**src/rtl/qnr_div_scheduler.sv**
```systemverilog
// rtl/qnr_div_scheduler.sv - shares one fixed-latency pipelined divider between two requesters
// Results are tagged down a matching shift pipe and land in a credited result FIFO.
module qnr_div_scheduler #(
   parameter int DW     = 16,
   parameter int LAT    = 16,
   parameter int FDEPTH = 4
) (
   input  logic          clk,
   input  logic          rst,
   input  logic          req0_valid,
   input  logic [DW-1:0] req0_num,
   input  logic [DW-1:0] req0_den,
   output logic          req0_ready,
   input  logic          req1_valid,
   input  logic [DW-1:0] req1_num,
   input  logic [DW-1:0] req1_den,
   output logic          req1_ready,
   output logic [DW-1:0] div_num,
   output logic [DW-1:0] div_den,
   input  logic [DW-1:0] div_q,
   output logic          res_valid,
   input  logic          res_ready,
   output logic [DW-1:0] res_q,
   output logic          res_id,
   output logic          busy
);
   localparam int CW = $clog2(LAT + FDEPTH + 1);
   localparam int OW = $clog2(FDEPTH + 1);
   localparam int PW = $clog2(FDEPTH);

   logic              rr;
   logic [LAT-1:0]    tag_v;
   logic [LAT-1:0]    tag_id;
   logic [CW-1:0]     inflight;
   logic [OW-1:0]     occ;
   logic [PW-1:0]     wptr;
   logic [PW-1:0]     rptr;
   logic [DW-1:0]     mem_q [FDEPTH];
   logic [FDEPTH-1:0] mem_id;
   logic [CW:0]       used;
   logic              allow;
   logic              grant0;
   logic              grant1;
   logic              grant;
   logic              push;
   logic              pop;

   // A pop in the same cycle is deliberately not credited back to the issue check.
   always_comb begin
      used   = (CW+1)'(occ) + (CW+1)'(inflight);
      allow  = !rst && (used < (CW+1)'(FDEPTH));
      grant0 = allow && req0_valid && (!req1_valid || !rr);
      grant1 = allow && req1_valid && (!req0_valid || rr);
      grant  = grant0 || grant1;
      div_num = '0;
      div_den = '0;
      if (grant0) begin
         div_num = req0_num;
         div_den = req0_den;
      end else if (grant1) begin
         div_num = req1_num;
         div_den = req1_den;
      end
   end

   assign req0_ready = grant0;
   assign req1_ready = grant1;
   assign push       = tag_v[LAT-1];
   assign res_valid  = (occ != '0);
   assign pop        = res_valid && res_ready;
   assign res_q      = mem_q[rptr];
   assign res_id     = mem_id[rptr];
   assign busy       = (inflight != '0) || (occ != '0);

   always_ff @(posedge clk) begin
      if (rst) begin
         rr       <= 1'b0;
         tag_v    <= '0;
         tag_id   <= '0;
         inflight <= '0;
         occ      <= '0;
         wptr     <= '0;
         rptr     <= '0;
      end else begin
         if (grant) rr <= grant0;
         tag_v[0]  <= grant;
         tag_id[0] <= grant1;
         for (int i = 1; i < LAT; i++) begin
            tag_v[i]  <= tag_v[i-1];
            tag_id[i] <= tag_id[i-1];
         end
         if (grant && !push)      inflight <= inflight + 1'b1;
         else if (!grant && push) inflight <= inflight - 1'b1;
         if (push && !pop)        occ <= occ + 1'b1;
         else if (pop && !push)   occ <= occ - 1'b1;
         if (push) wptr <= (wptr == PW'(FDEPTH - 1)) ? '0 : wptr + 1'b1;
         if (pop)  rptr <= (rptr == PW'(FDEPTH - 1)) ? '0 : rptr + 1'b1;
      end
   end

   always_ff @(posedge clk) begin
      if (push) begin
         mem_q[wptr]  <= div_q;
         mem_id[wptr] <= tag_id[LAT-1];
      end
   end

   no_fifo_overflow: assert property (@(posedge clk) disable iff (rst)
      !(push && occ == OW'(FDEPTH)));
endmodule

```
**config.mk**
```make
export PLATFORM = sky130hd
export DESIGN_NAME = qnr_div_scheduler
export DESIGN_NICKNAME = d
export VERILOG_FILES = /design/src/rtl/qnr_div_scheduler.sv
export SDC_FILE = /design/constraint.sdc
export NUM_CORES = 1
export LEC_CHECK = 0
export ABC_CLOCK_PERIOD_IN_PS = 9000
export CAP_MARGIN = 20
export CORE_ASPECT_RATIO = 0.75
export CORE_MARGIN = 2
export CORE_UTILIZATION = 51
export CTS_CLUSTER_SIZE = 24
export DETAILED_ROUTE_END_ITERATION = 10
export GPL_ROUTABILITY_DRIVEN = 1
export HOLD_SLACK_MARGIN = 0.03
export PLACE_DENSITY = 0.92
export RECOVER_POWER = 50
export SLEW_MARGIN = 20
export SYNTH_ARGS = -nofsm -noshare
export SYNTH_HDL_FRONTEND = slang
export SYNTH_SLANG_ARGS = --single-unit
```
**constraint.sdc**
```tcl
create_clock -name clk -period 9 [get_ports clk]
set_input_delay 1.8 -clock clk [delete_from_list [all_inputs] [get_ports clk]]
set_output_delay 1.8 -clock clk [all_outputs]
set_load 0.005 [all_outputs]
```
==> results of run 1 <==
routing by layer:
| metal | GRT usage (%) | vias to the layer above | share of wire (%) |
|---|---|---|---|
| met5 | 0 | - | 0 |
| met4 | 10.2 | 0 | 1.6 |
| met3 | 8.17 | 19 | 5.7 |
| met2 | 41.3 | 125 | 53 |
| met1 | 27.0 | 1704 | 40 |
| li1 | - | 1601 | - |
area by class of cell:
class / count / area share, %
sequential: 115 / 44.2
multi-input combinational: 223 / 23.8
timing repair buffer: 138 / 20.3
clock buffer: 20 / 7.24
clock inverter: 12 / 1.70
inverter: 6 / 0.334
tap: 128 / 2.37
cell families after synthesis:
| family | Yosys count |
|---|---|
| adder cells (fa/ha/maj) | 14 |
| XOR/XNOR | 4 |
| flip-flops | 115 |
| multiplexers | 21 |
| buffers and inverters | 29 |
| AO/OA/AOI/OAI | 48 |
| AND/OR/NAND/NOR | 136 |
worst max-delay path, stage by stage:
cell and delay (ns):
clkdlybuf4s50_1 0.41, buf_4 0.28, nor4_4 0.33, nand3_2 0.63
a21oi_1 0.47, clkdlybuf4s50_1 0.58
layout by cell type, fill, tap and decap left out, types with 2 or more instances in the layout:
master           count
a21oi_1             40
and2_0               4
clkbuf_16           19
clkdlybuf4s50_1    123
clkinv_4             3
clkinvlp_4           2
dfxtp_1             46
dlygate4sd3_1       13
edfxtp_1            68
fa_1                 2
ha_1                12
inv_1                6
inv_4                2
inv_6                3
mux2i_1              3
mux4_2              17
nand2_1             37
nand3_1             36
nor2_1              18
nor2b_1             31
nor3_1               2
or3_1                2
xor2_1               3
how the worst max path moves through the flow:
stage                  endpoint  slack [ns]  startpoint
floorplan           div_den[10]        4.59  req0_valid
global placement     div_num[2]        2.34  req0_valid
detailed placement   div_num[6]        2.14  req0_valid
CTS                  div_num[6]        2.13  req0_valid
global route         div_num[6]        2.53         rst
finish               div_num[6]        2.69         rst
flip-flops by register name, summed over array words and instances (netlist names), named ones only:
name	count
mem_q	64
tag_v	16
rr	1
occ	3
mem_id	4
inflight	5
wptr	2
rptr	2
tag_id	16
cell usage after synthesis, types with 2 or more instances:
library cell	number
or3_1	2
and2_1	4
dfxtp_1	47
nor3_1	2
mux2i_1	3
clkbuf_1	7
buf_2	5
nand3_1	36
xor2_1	3
buf_4	6
inv_1	6
nor2b_1	31
nand2_1	37
a21oi_1	40
buf_6	4
ha_1	12
nor2_1	18
fa_1	2
edfxtp_1	68
mux4_2	17
report_power, final:
part / internal (uW) / switching, uW
clock network: 423 / 245
logic: 153 / 127
registers: 574 / 24.0
stage by stage:
| stage | power [uW] | hold WS (ns) | cell area [sq um] |
|---|---|---|---|
| floorplan | 755 | 0.414 | 4760 |
| global placement | 864 | 0.418 | 6150 |
| detailed placement | 878 | 0.422 | 6150 |
| CTS | 1550 | 0.431 | 6760 |
| global route | 1600 | 0.448 | 6750 |
| finish | 1550 | 0.435 | 6750 |
==> qor.csv, run 1 <==
stage;metric;value;unit
floorplanning;fp.dieW;116;um
setup_path;reg2reg_from;inflight[2];
routing;dr.first_iter.drc_count;248;
status;status;complete, no violations;
routing;drcViolationCount;0;
global_routing;grt_util_all_layers;23.8;%
logic_synthesis;synth_compound_area_share;5.60;%
placed_design;placedCellCount;610;
final_layout;final_core_util;74.6;%
final_layout;n_antenna_cell;0;
global_routing;grt_max_degree;48;
global_routing;grt-ovfl-total;0;
sta;setup_viol;0;
final_layout;syn2layout_area_growth;41.9;%
clocking;holdBufCountCts;0;
routing;drt-total-wl;11500;um
power_and_ir_drop;vdd_drop_max;0.139;mV
final_layout;fin_cells;642;
routing;drtAntennaViolNets;0;
logic_synthesis;ys_async_sr_fraction;0;%
logic_synthesis;yosysSeqAreaShare;62.7;%
logic_synthesis;synth_nets;466;
sta;min_period;6.31;ns
sta;final.setup.tns;0;ns
logic_synthesis;synth_top_family_by_area;simple AND/OR/NAND/NOR gates;
clocking;clkLatencyLatePin;0.41;ns
clocking;htree_levels;4;
setup_path;critPathKind;input pin to output port;
clocking;cts_resized;0;
setup_path;worst_r2r_endpoint;inflight[4];
placed_design;dp_hpwl;7170;um
final_layout;multiInputGateArea;0.00161;sq mm
setup_path;crit_arrival;4.51;ns
final_layout;drive_above_1_share;11.3;%
logic_synthesis;synth.area.mux_share;8.91;%
setup_path;r2r_setup_slack;5.27;ns
clocking;clk_path_buf_depth;2;
routing;vias_per_cell;5.37;
sta;grt_setup_unrepaired;no;
logic_synthesis;syn_avg_cell_area;13.0;sq um
logic_synthesis;synth_fa_ha_area_share;4.00;%
routing;first_pass_iters;4;
logic_synthesis;syn-instance-count;367;
global_routing;antenna_found_initial;0;
setup_path;end_kind;output port;
setup_path;ff2ff_path_depth;11;
power_and_ir_drop;cellLeakagePower;0.00238;uW
logic_synthesis;synth.distinct_cells;37;
global_routing;first_global_vias;3631;
setup_path;critPathMaxFanout;47;
floorplanning;top_level_ports;138;
logic_synthesis;synth.top_cell.area_share;42.9;%
sta;setup_slack;2.69;ns
sta;relSlewSlack;5.89;%
logic_synthesis;synth_area_leader_cell;edfxtp_1;
floorplanning;die_h;87.7;um
placed_design;portBuffers;137;
hold_path;holdPathEnd;tag_v[13];
logic_synthesis;syn_area;0.00476;sq mm
logic_synthesis;synth-xor-area-share;0.736;%
flow_run;drv_cap;0;
routing;wire_per_inst;17.9;um
clocking;clk_pin_slew_worst_paths;0.05;ns
floorplanning;num_rows;30;
logic_synthesis;ys.flop_type;edfxtp_1;
placed_design;place_ws;2.14;ns
floorplanning;die_area;0.0101;sq mm
logic_synthesis;yosys-top-cells-area;edfxtp_1 (43%), dfxtp_1 (20%), mux4_2 (8.0%), a21oi_1 (4.2%), nor2b_1 (4.1%);
logic_synthesis;yosysWarnings;0;
final_layout;fin_nets;600;
logic_synthesis;ys_ff_latch;115;
sta;hold_viol_final;0;
sta;slew_viol_final;0;
routing;vias;3449;
setup_path;required;7.20;ns
sta;fin_skew;0.00552;ns
global_routing;grt_pass1_wl;17900;um
sta;fmax;158;MHz
sta;finalCritPeriodShare;70.1;%
logic_synthesis;synth_simple_gate_area_share;14.5;%
power_and_ir_drop;power.density;229;mW/mm^2
clocking;cts_tree;done;
floorplanning;floorplan.initialDensity;52.6;%
placed_design;gp_congestion;0.806;
setup_path;start_kind;input pin;
floorplanning;coreArea;0.00905;sq mm
clocking;cts-buffers-inserted;17;
sta;worstMarginPinSlew;1.41;ns
hold_path;whs_path_depth;1;
clocking;post_cts_buffers;0;
hold_path;min_from;tag_v[12];
hold_path;min_path_type;register to register;
final_layout;seq_area;0.00298;sq mm
final_layout;fillCellCount;507;
clocking;cts_sinks;115;
clocking;cts-root-buf;clkbuf_16;
logic_synthesis;synth-edff-count;68;
Note: power is estimated with default switching activity, not from simulation.
==> run 2, diff against run 1 <==
--- a/config.mk
+++ b/config.mk
@@ -5,16 +5,16 @@
 export SDC_FILE = /design/constraint.sdc
 export NUM_CORES = 1
 export LEC_CHECK = 0
-export ABC_CLOCK_PERIOD_IN_PS = 9000
+export ABC_CLOCK_PERIOD_IN_PS = 5400
 export CAP_MARGIN = 20
 export CORE_ASPECT_RATIO = 0.75
 export CORE_MARGIN = 2
-export CORE_UTILIZATION = 51
+export CORE_UTILIZATION = 43
 export CTS_CLUSTER_SIZE = 24
 export DETAILED_ROUTE_END_ITERATION = 10
 export GPL_ROUTABILITY_DRIVEN = 1
 export HOLD_SLACK_MARGIN = 0.03
-export PLACE_DENSITY = 0.92
+export PLACE_DENSITY = 0.83
 export RECOVER_POWER = 50
 export SLEW_MARGIN = 20
 export SYNTH_ARGS = -nofsm -noshare
==> constraint.sdc (replaced) <==
create_clock -name clk -period 5.4 [get_ports clk]
set_input_delay 1.08 -clock clk [delete_from_list [all_inputs] [get_ports clk]]
set_output_delay 1.08 -clock clk [all_outputs]
set_load 0.005 [all_outputs]
==> qor.csv, run 2 (same netlist as run 1, synthesis figures left out) <==
stage;metric;value;unit;change
final_layout;fin_nets;602;;was 600
clocking;clk_path_buf_depth;2;;unchanged
setup_path;slowest_delay;0.61;ns;was 0.63 ns
global_routing;first_global_vias;3305;;was 3631
setup_path;r2r_setup_slack;1.91;ns;was 5.27 ns
final_layout;syn2layout_area_growth;42.7;%;was 41.9%
setup_path;critPathKind;input pin to output port;;unchanged
clocking;cts_sinks;115;;unchanged
final_layout;drive_above_1_share;11.2;%;was 11.3%
clocking;clkLatencyLatePin;0.41;ns;about the same
final_layout;n_antenna_cell;0;;unchanged
global_routing;grt_pass1_wl;16400;um;was 17900 um
setup_path;cp_common_cell;clkdlybuf4s50_1;;unchanged
final_layout;final_cell_mix;clkdlybuf4s50_1 (121), edfxtp_1 (68), dfxtp_1 (46);;was clkdlybuf4s50_1 (123), edfxtp_1 (68), dfxtp_1 (46)
final_layout;final_common_cell;clkdlybuf4s50_1;;unchanged
global_routing;grt-ovfl-total;0;;unchanged
floorplanning;floorplan.initialDensity;43.8;%;was 52.6%
routing;first_pass_iters;4;;unchanged
flow_run;drv_cap;0;;unchanged
hold_path;min_from;tag_v[1];;was tag_v[12]
sta;fmax;222;MHz;
setup_path;worst_r2r_endpoint;inflight[4];;unchanged
setup_path;ff2ff_path_depth;11;;unchanged
global_routing;grt_max_degree;47;;was 48
status;status;complete, no violations;;unchanged
setup_path;crit_chain;clkdlybuf4s50_1 > nor4_4 > nand3_2 > a21oi_1 > clkdlybuf4s50_1;;was clkdlybuf4s50_1 > buf_4 > nor4_4 > nand3_2 > a21oi_1 > clkdlybuf4s50_1
routing;vias;3358;;was 3449
clocking;cts-buffers-inserted;17;;unchanged
sta;worstMarginPinSlew;1.33;ns;was 1.41 ns
clocking;cts-root-buf;clkbuf_16;;unchanged
global_routing;antenna_found_initial;0;;unchanged
sta;final.setup.tns;0;ns;unchanged
routing;wire_per_inst;16.2;um;was 17.9 um
final_layout;max_flop_register;mem_q;;unchanged
sta;min_period;4.51;ns;
sta;hold_viol_final;0;;unchanged
routing;dr.first_iter.drc_count;235;;was 248
floorplanning;coreArea;0.0109;sq mm;was 0.00905 sq mm
power_and_ir_drop;power.density;378;mW/mm^2;was 229 mW/mm^2
sta;hold_ws;0.437;ns;was 0.435 ns
setup_path;start_kind;input pin;;unchanged
routing;drtAntennaViolNets;0;;unchanged
setup_path;crit_arrival;3.43;ns;was 4.51 ns
hold_path;whs_path_depth;1;;unchanged
floorplanning;num_rows;33;;was 30
sta;slew_viol_final;0;;unchanged
placed_design;dp_hpwl;6820;um;was 7170 um
final_layout;fillCellCount;779;;was 507
clocking;post_cts_buffers;0;;unchanged
hold_path;holdPathEnd;tag_v[2];;was tag_v[13]
sta;relSlewSlack;11.2;%;was 5.89%
clocking;htree_levels;4;;unchanged
floorplanning;die_h;95.1;um;was 87.7 um
setup_path;critPathMaxFanout;37;;was 47
floorplanning;die_area;0.0119;sq mm;was 0.0101 sq mm
final_layout;largest_reg_flops;64;;unchanged
sta;setup_viol;0;;unchanged
clocking;cts_tree;done;;unchanged
setup_path;crit_path_top_delay_cell;nand3_2;;unchanged
placed_design;place_ws;0.911;ns;was 2.14 ns
final_layout;final_core_util;62.5;%;was 74.6%
routing;drt-total-wl;10600;um;was 11500 um
clocking;holdBufCountCts;0;;unchanged
setup_path;required;4.32;ns;was 7.20 ns
power_and_ir_drop;vdd_drop_max;0.258;mV;was 0.139 mV
clocking;cts_resized;0;;unchanged
setup_path;end_kind;output port;;unchanged
final_layout;reg.largest.list;mem_q x64, tag_id x16, tag_v x16;;unchanged
power_and_ir_drop;total_power;2570;uW;was 1550 uW
hold_path;min_path_type;register to register;;unchanged
placed_design;gp_congestion;0.768;;was 0.806
sta;fin_skew;0.00661;ns;was 0.00552 ns
sta;setup_slack;0.888;ns;was 2.69 ns
floorplanning;fp.dieW;125;um;was 116 um
power_and_ir_drop;cellLeakagePower;0.00238;uW;about the same
sta;finalCritPeriodShare;83.6;%;
setup_path;reg2reg_from;occ[2];;was inflight[2]
sta;grt_setup_unrepaired;no;;unchanged
floorplanning;top_level_ports;138;;unchanged
clocking;clk_pin_slew_worst_paths;0.05;ns;about the same
routing;drcViolationCount;0;;unchanged
placed_design;portBuffers;137;;unchanged
global_routing;grt_util_all_layers;18.1;%;was 23.8%
routing;vias_per_cell;5.12;;was 5.37
[run 2: cell types whose count changed in the layout (fill, tap and decap cells not counted), sizes merged]
| cell | delta |
|---|---|
| inv | -2 |
| buf | +1 |
| clkinv | +1 |
| bufinv | +2 |
| clkdlybuf4s50 | -2 |
| dlygate4sd3 | +3 |
| clkbuf | -3 |
| clkinvlp | +2 |
[run 2: stage by stage]
stage / instances / cell area, sq um
after detailed placement: 624 / 6180
after floorplan: 367 / 4760
after CTS: 656 / 6790
after global placement: 624 / 6180
final: 656 / 6790
after global routing: 656 / 6790
[run 2: worst max path at each step]
stage	start	to	slack, ns	cells after the start
global placement	rst	req0_ready	1.01	5
detailed placement	rst	req0_ready	0.91	5
CTS	rst	div_den[4]	0.92	5
finish	rst	div_den[4]	0.89	5
floorplan	rst	inflight[4]	2.14	11
global route	rst	div_den[4]	0.74	5
[run 2: layer usage]
metal / up-vias / routed length [um] / GRT usage, %
met5: - / 0 / 0
met4: 0 / 163 / 7.22
met3: 19 / 539 / 5.39
met2: 100 / 5570 / 31.9
met1: 1641 / 4330 / 21.0
li1: 1598 / - / -
[run 2: cell type report]
class	count	area [sq um]	share of cell area, %
well taps	140	175	2.58
inverters	6	22.5	0.332
clock inverters	15	181	2.67
flip-flops and latches	115	2980	43.9
multi-input cells	223	1610	23.7
repair buffers	140	1390	20.5
clock buffers	17	425	6.26
[run 2: report_power, final]
part           internal [uW]  switching [uW]
combinational            252             195
sequential               957            35.9
clock                    727             397
[run 2: critical path: cells and delay by family]
family,cells,cell delay (ns)
buffers and inverters,2,1.02
AND/OR/NAND/NOR,2,0.92
AO/OA/AOI/OAI,1,0.39
==> run 3, diff against run 2 <==
--- a/config.mk
+++ b/config.mk
@@ -5,16 +5,16 @@
 export SDC_FILE = /design/constraint.sdc
 export NUM_CORES = 1
 export LEC_CHECK = 0
-export ABC_CLOCK_PERIOD_IN_PS = 5400
+export ABC_CLOCK_PERIOD_IN_PS = 4400
 export CAP_MARGIN = 20
 export CORE_ASPECT_RATIO = 0.75
 export CORE_MARGIN = 2
-export CORE_UTILIZATION = 43
+export CORE_UTILIZATION = 47
 export CTS_CLUSTER_SIZE = 24
 export DETAILED_ROUTE_END_ITERATION = 10
 export GPL_ROUTABILITY_DRIVEN = 1
 export HOLD_SLACK_MARGIN = 0.03
-export PLACE_DENSITY = 0.83
+export PLACE_DENSITY = 0.86
 export RECOVER_POWER = 50
 export SLEW_MARGIN = 20
 export SYNTH_ARGS = -nofsm -noshare
==> constraint.sdc (replaced) <==
create_clock -name clk -period 4.4 [get_ports clk]
set_input_delay 0.88 -clock clk [delete_from_list [all_inputs] [get_ports clk]]
set_output_delay 0.88 -clock clk [all_outputs]
set_load 0.005 [all_outputs]
==> qor.csv, run 3 (same netlist as run 1, synthesis figures left out) <==
stage;metric;value;unit;change
routing;vias;3380;;was 3358
sta;hold_viol_final;0;;unchanged
sta;finalCritPeriodShare;87.2;%;
clocking;cts_sinks;115;;unchanged
placed_design;dp_hpwl;7190;um;was 6820 um
global_routing;use_met1;25.6;%;was 21.0%
global_routing;top_usage_layer;met2;;unchanged
status;status;finished with violations;;was complete, no violations
setup_path;critPathMaxFanout;17;;was 37
floorplanning;num_rows;31;;was 33
global_routing;grt_pass1_wl;18100;um;was 16400 um
clocking;cts-root-buf;clkbuf_16;;unchanged
routing;drt-total-wl;11200;um;was 10600 um
floorplanning;die_h;91.1;um;was 95.1 um
setup_path;end_kind;output port;;unchanged
setup_path;crit_chain;dlygate4sd3_1 > nor4_4 > nand3_2 > buf_4 > a21oi_1 > clkdlybuf4s50_1;;was clkdlybuf4s50_1 > nor4_4 > nand3_2 > a21oi_1 > clkdlybuf4s50_1
global_routing;grt_util_all_layers;21.6;%;was 18.1%
global_routing;first_global_vias;3679;;was 3305
sta;relSlewSlack;-25.6;%;was 11.2%
final_layout;max_flop_register;mem_q;;unchanged
setup_path;cp_num_buf_inv;3;;was 2
routing;vias_per_cell;5.18;;was 5.12
sta;slew_viol_final;47;;was 0
sta;final.setup.tns;0;ns;unchanged
clocking;clk_path_buf_depth;2;;unchanged
placed_design;portBuffers;137;;unchanged
power_and_ir_drop;p_comb_share;18.7;%;was 17.5%
power_and_ir_drop;swShare;23.9;%;was 24.5%
final_layout;drive_above_1_share;11.0;%;was 11.2%
hold_path;min_path_type;register to register;;unchanged
clocking;cts_tree;done;;unchanged
setup_path;required;3.52;ns;was 4.32 ns
global_routing;use_met2;35.7;%;was 31.9%
sta;fmax;261;MHz;
setup_path;crit_path_top_delay_cell;dlygate4sd3_1;;was nand3_2
sta;grt_setup_unrepaired;no;;unchanged
routing;wire_per_inst;17.2;um;was 16.2 um
power_and_ir_drop;p_int;2350;uW;was 1940 uW
power_and_ir_drop;sequentialPowerShare;39.3;%;was 38.7%
final_layout;final_core_util;69.6;%;was 62.5%
clocking;holdBufCountCts;0;;unchanged
sta;worstMarginPinSlew;1.88;ns;was 1.33 ns
sta;min_period;3.84;ns;
sta;setup_viol;0;;unchanged
floorplanning;coreArea;0.00974;sq mm;was 0.0109 sq mm
clocking;post_cts_buffers;0;;unchanged
routing;drtAntennaViolNets;0;;unchanged
global_routing;grt-ovfl-total;0;;unchanged
final_layout;fin_nets;606;;was 602
final_layout;largest_reg_flops;64;;unchanged
floorplanning;die_area;0.0110;sq mm;was 0.0119 sq mm
final_layout;reg.largest.list;mem_q x64, tag_id x16, tag_v x16;;unchanged
final_layout;syn2layout_area_growth;42.3;%;was 42.7%
power_and_ir_drop;power_frac_clock;42.0;%;was 43.8%
setup_path;slowest_delay;0.59;ns;was 0.61 ns
global_routing;grt_max_degree;47;;unchanged
placed_design;gp_congestion;0.765;;was 0.768
power_and_ir_drop;power.density;456;mW/mm^2;was 378 mW/mm^2
power_and_ir_drop;cellLeakagePower;0.00241;uW;was 0.00238 uW
routing;dr.first_iter.drc_count;225;;was 235
final_layout;final_common_cell;clkdlybuf4s50_1;;unchanged
setup_path;critPathKind;input pin to output port;;unchanged
floorplanning;floorplan.initialDensity;48.9;%;was 43.8%
final_layout;n_antenna_cell;0;;unchanged
setup_path;crit_arrival;2.96;ns;was 3.43 ns
power_and_ir_drop;p_switching;737;uW;was 628 uW
routing;drcViolationCount;0;;unchanged
status;violations;max-capacitance violations, max-slew violations;;
routing;first_pass_iters;4;;unchanged
clocking;cts_resized;0;;unchanged
final_layout;final_cell_mix;clkdlybuf4s50_1 (120), edfxtp_1 (68), dfxtp_1 (47);;was clkdlybuf4s50_1 (121), edfxtp_1 (68), dfxtp_1 (46)
floorplanning;top_level_ports;138;;unchanged
clocking;cts-buffers-inserted;17;;unchanged
global_routing;met3_usage;8.17;%;was 5.39%
setup_path;crit_family;buffers and inverters;;unchanged
clocking;clkLatencyLatePin;0.40;ns;was 0.41 ns
power_and_ir_drop;vdd_drop_max;0.298;mV;was 0.258 mV
clocking;htree_levels;4;;unchanged
clocking;clk_pin_slew_worst_paths;0.05;ns;about the same
sta;fin_skew;0.0115;ns;was 0.00661 ns
global_routing;antenna_found_initial;0;;unchanged
flow_run;drv_cap;1;;was 0
floorplanning;fp.dieW;120;um;was 125 um
setup_path;start_kind;input pin;;unchanged
-- run 3: cell count changes in the layout (fill, tap and decap cells not counted), sizes merged --
cell	before	now
clkinv	5	4
bufinv	3	1
buf	3	6
clkdlybuf4s50	121	120
clkinvlp	4	0
clkbuf	17	25
dlygate4sd3	16	17
-- run 3: metrics by stage --
| stage | area [sq um] | hold WS (ns) | total power, uW | setup WS (ns) | instances |
|---|---|---|---|---|---|
| final | 6770 | 0.437 | 3090 | 0.562 | 652 |
| after global routing | 6770 | 0.455 | 3220 | 0.425 | 652 |
| after floorplan | 4760 | 0.414 | 1540 | 1.34 | 367 |
| after CTS | 6780 | 0.437 | 3110 | 0.639 | 652 |
| after global placement | 6200 | 0.416 | 1780 | 0.692 | 620 |
| after detailed placement | 6200 | 0.425 | 1800 | 0.653 | 620 |
-- run 3: worst paths after layout --
kind                                     to  depth (start not counted)  slack [ns]  startpoint
worst max register to register  inflight[4]                         11        1.35      occ[2]
worst min-delay path              tag_v[10]                          1        0.44    tag_v[9]
worst max-delay path            div_num[12]                          6        0.56         rst
worst min register to register    tag_v[10]                          1        0.44    tag_v[9]
-- run 3: area by class of cell --
cell class | instances | area (sq um)
clock buffer | 24 | 504
inverter | 6 | 22.5
fill | 609 | 2960
timing repair buffer | 144 | 1420
tap | 132 | 165
clock inverter | 8 | 68.8
multi-input combinational | 223 | 1610
sequential | 115 | 2980
-- run 3: power by group through the flow --
stage               Sequential [uW]  Combinational (uW)  Clock, uW
detailed placement             1230                 572          0
global placement               1230                 553          0
finish                         1210                 578       1300
CTS                            1210                 583       1320
global route                   1220                 633       1370
floorplan                      1220                 320          0
-- run 3: per-layer routing --
layer | share of wire [%] | wire length [um]
met1 | 41 | 4630
met2 | 51 | 5740
met3 | 5.7 | 635
met4 | 1.9 | 216
met5 | 0 | 0
